**src/rtl/fixpoint_step.sv**
```systemverilog
// One propagation step of the monotone cell system: nxt = cur | (rotl(cur) & en & ~blk).
// Latency: purely combinational, zero cycles.
// Backpressure: none; no handshake.
//
// Ports:
//   cur  in  WIDTH  current state
//   en   in  WIDTH  cells that may be set by propagation
//   blk  in  WIDTH  cells blocked from propagation (overrides en)
//   nxt  out WIDTH  state after one step
//   eq   out 1      nxt == cur (fixpoint reached)
module fixpoint_step #(
    parameter int WIDTH = 8
) (
    input  logic [WIDTH-1:0] cur,
    input  logic [WIDTH-1:0] en,
    input  logic [WIDTH-1:0] blk,
    output logic [WIDTH-1:0] nxt,
    output logic             eq
);

    logic [WIDTH-1:0] prop;

    // Rotate-left: each cell sees its lower neighbour, bit WIDTH-1 wraps into bit 0.
    assign prop = {cur[WIDTH-2:0], cur[WIDTH-1]};
    assign nxt  = cur | (prop & en & ~blk);
    assign eq   = (nxt == cur);

endmodule

```
**config.mk**
```make
export PLATFORM = sky130hd
export DESIGN_NAME = fixpoint_step
export DESIGN_NICKNAME = d
export VERILOG_FILES = /design/src/rtl/fixpoint_step.sv
export SDC_FILE = /design/constraint.sdc
export NUM_CORES = 1
export LEC_CHECK = 0
export ABC_AREA = 1
export CORE_AREA = 2 2 39 41
export DETAILED_ROUTE_END_ITERATION = 10
export DIE_AREA = 0 0 41 43
export GPL_TIMING_DRIVEN = 1
export SLEW_MARGIN = 5
export SYNTH_ARGS = -nofsm -noshare
export SYNTH_HDL_FRONTEND = slang
export SYNTH_SLANG_ARGS = --single-unit
export TNS_END_PERCENT = 20
```
**constraint.sdc**
```tcl
create_clock -name vclk -period 1.02
set_input_delay 0.102 -clock vclk [all_inputs]
set_output_delay 0.102 -clock vclk [all_outputs]
set_load 0.1 [all_outputs]
```
==> summary.txt <==
Run status
  – Outcome: finished clean

Setup path
  – Critical path arrival: 0.85 ns
  – CP Depth: 6
  – Required time of the worst setup path: about 0.9 ns
  – Buf/Inv on CP: 2
  – CP max FO: 2
  – Crit path kind: input port to output pin
  – Worst path slowest cell: clkdlybuf4s15_1
  – Crit path max-delay family: buffers and inverters
  – CP startpoint kind: input port
  – Critical Path End Type: output pin
  – CP cell instances: clkdlybuf4s15_1, nor3_2, nor2_1, nand2_2, nor2_4, buf_12
  – Worst path max stage delay: 0.20 ns

Layout
  – Design area: ~710 µm²
  – Area Overhead vs Synth: 240%
  – Clkbuf count: 0
  – Share of layout cells above drive strength 1: between 60% and 70%
  – FF+latch area: 0 µm²
  – Number of diodes: 0
  – Layout Nets: around 110
  – Seq Cell Count: 0
  – Post-layout util: between 50 and 60%

Synthesis
  – Ranking of synthesized cells by area: nand2_1, o21bai_4, nand3_1, inv_1, nor2_1
  – Gate Count Post-Synth: 39
  – YS warnings: 0
  – Syn avg cell area: approximately 5.3 µm²
  – Yosys top cell area share: a little over a quarter
  – Syn_nets: 63
  – Netlist cell types: 8
  – Commonest cells post-synth: nand2_1, inv_1, nand3_1
  – Top-count cell post-synth: nand2_1
  – Largest area contributor in the netlist: nand2_1
  – Register area share after synthesis: 0%
  – Post-Syn Area: between 200 and 250 µm²

STA
  – Max_slew headroom: 90.1%
  – Setup slack after layout: a little over 0.07 ns
  – Final setup fails: 0
  – Final Hold Vio Count: 0
  – Crit path time final: roughly 0.95 ns
  – Slew Viols, Final: 0
  – Worst hold slack: between 0.6 and 0.7 ns
  – Achievable Freq: between 1000 and 1500 MHz
  – Setup tns final: 0 ns
  – Tightest Pin Transition: 0.147 ns
  – Final period utilization: between 90% and 100%

Hold path
  – Hold wc startpoint: cur[7]
  – Worst Hold End: nxt[7]
  – Hold path cells: 3
  – Worst hold path type: input port to output pin

Routing
  – Detailed Route Iter0 Violations: 3
  – Post-Route WL: approximately 860 µm
  – Detailed-route vias per instance: a little over 4
  – DRC violations left: 0
  – Antenna Nets Post-Route: 0
  – WL/cell: a little under 9 µm
  – Pre-antenna DRT Iters: 4
  – DR vias: between 400 and 500

Placement
  – Routability cong.: about 0.56
  – Dpl hpwl: around 700 µm
  – DP Area: 699 µm²
  – Pre-CTS setup slack: -0.286 ns
  – Buffers added on ports: 33

Global route
  – Largest net degree at the start of global routing: 4
  – Vias in the first global route: 383
  – Initial antenna violation count: 0
  – Total track usage: around a tenth
  – Grt total ovfl: 0
  – First-pass GRT wire length: between 1000 and 1500 µm

Pwr
  – P_leak: 0.000361 µW
  – Worst VDD drop: roughly 0.00028 V
  – Pwr Density: ~690 mW/mm²

Floorplan
  – DIE AREA: approximately 0.0018 mm²
  – Die H: between 40 and 50 µm
  – Cell row count: 14
  – Core Footprint: ~0.0014 mm²
  – I/O pin cnt: 33
  – Die width: just over 40 µm
  – Initial Util: between 15 and 20%

Flow run
  – Max Cap Violations: 0

Clock network
  – Cts hold-fix bufs: 0
report_power, final:
part	switching [µW]	internal (µW)	leakage (µW)
Combinational	287	202	0.000361
Clock	0	0	0
Sequential	0	0	0
per-layer routing:
layer	vias to the layer above	routed length (µm)	GRT usage (%)
met3	0	103	3.14
met2	18	514	20.0
met5	-	0	0
met1	179	236	9.18
met4	0	0	0
li1	205	-	-
what timing repair did:
action	CTS	global route
pin swaps	19	15
setup buffers	3	1
gates resized for setup	52	28
setup endpoints to repair	9	1
logic make-up (layout without fill, tap and decap cells):
kind of cell | after synthesis | in the layout | share of synthesized area (%)
AOI/OAI and AO/OA | 4 | 4 | 30.7
buffers and inverters | 8 | 50 | 14.5
and+or+nand+nor | 27 | 27 | 54.8
cell usage in the layout (no fill, tap or decap):
| master | netlist | final |
|---|---|---|
| nand2_1 | 15 | 7 |
| nor2_4 | 0 | 1 |
| nand3_1 | 7 | 4 |
| nand2_2 | 1 | 9 |
| inv_1 | 8 | 3 |
| buf_2 | 0 | 5 |
| buf_4 | 0 | 9 |
| o21bai_4 | 3 | 4 |
| dlygate4sd2_1 | 0 | 3 |
| nor3_2 | 0 | 1 |
| clkdlybuf4s15_1 | 0 | 8 |
| nor2_1 | 3 | 2 |
| clkbuf_2 | 0 | 8 |
| inv_2 | 0 | 5 |
| buf_12 | 0 | 9 |
| nand3_2 | 0 | 3 |
through the flow:
stage / total power (µW) / std cells
6_report: 489 / 97
5_1_grt: 514 / 97
4_1_cts: 495 / 96
3_5_place_dp: 496 / 93
3_3_place_gp: 492 / 93
2_1_floorplan: 252 / 39
worst max-delay path by stage:
stage | end | slack (ns) | startpoint
floorplan | eq | -0.21 | cur[4]
global placement | eq | -0.29 | cur[6]
detailed placement | eq | -0.29 | cur[7]
CTS | eq | 0.0006 | en[4]
global route | eq | -0.003 | blk[7]
finish | eq | 0.07 | blk[7]
final cells by class:
type                            instances  area (µm²)
Tap cell                               16        20.0
Timing Repair Buffer                   42         419
Inverter                                8        30.0
Multi-Input combinational cell         31         236
Fill cell                             154         678
(Power assumes the default switching activity.)
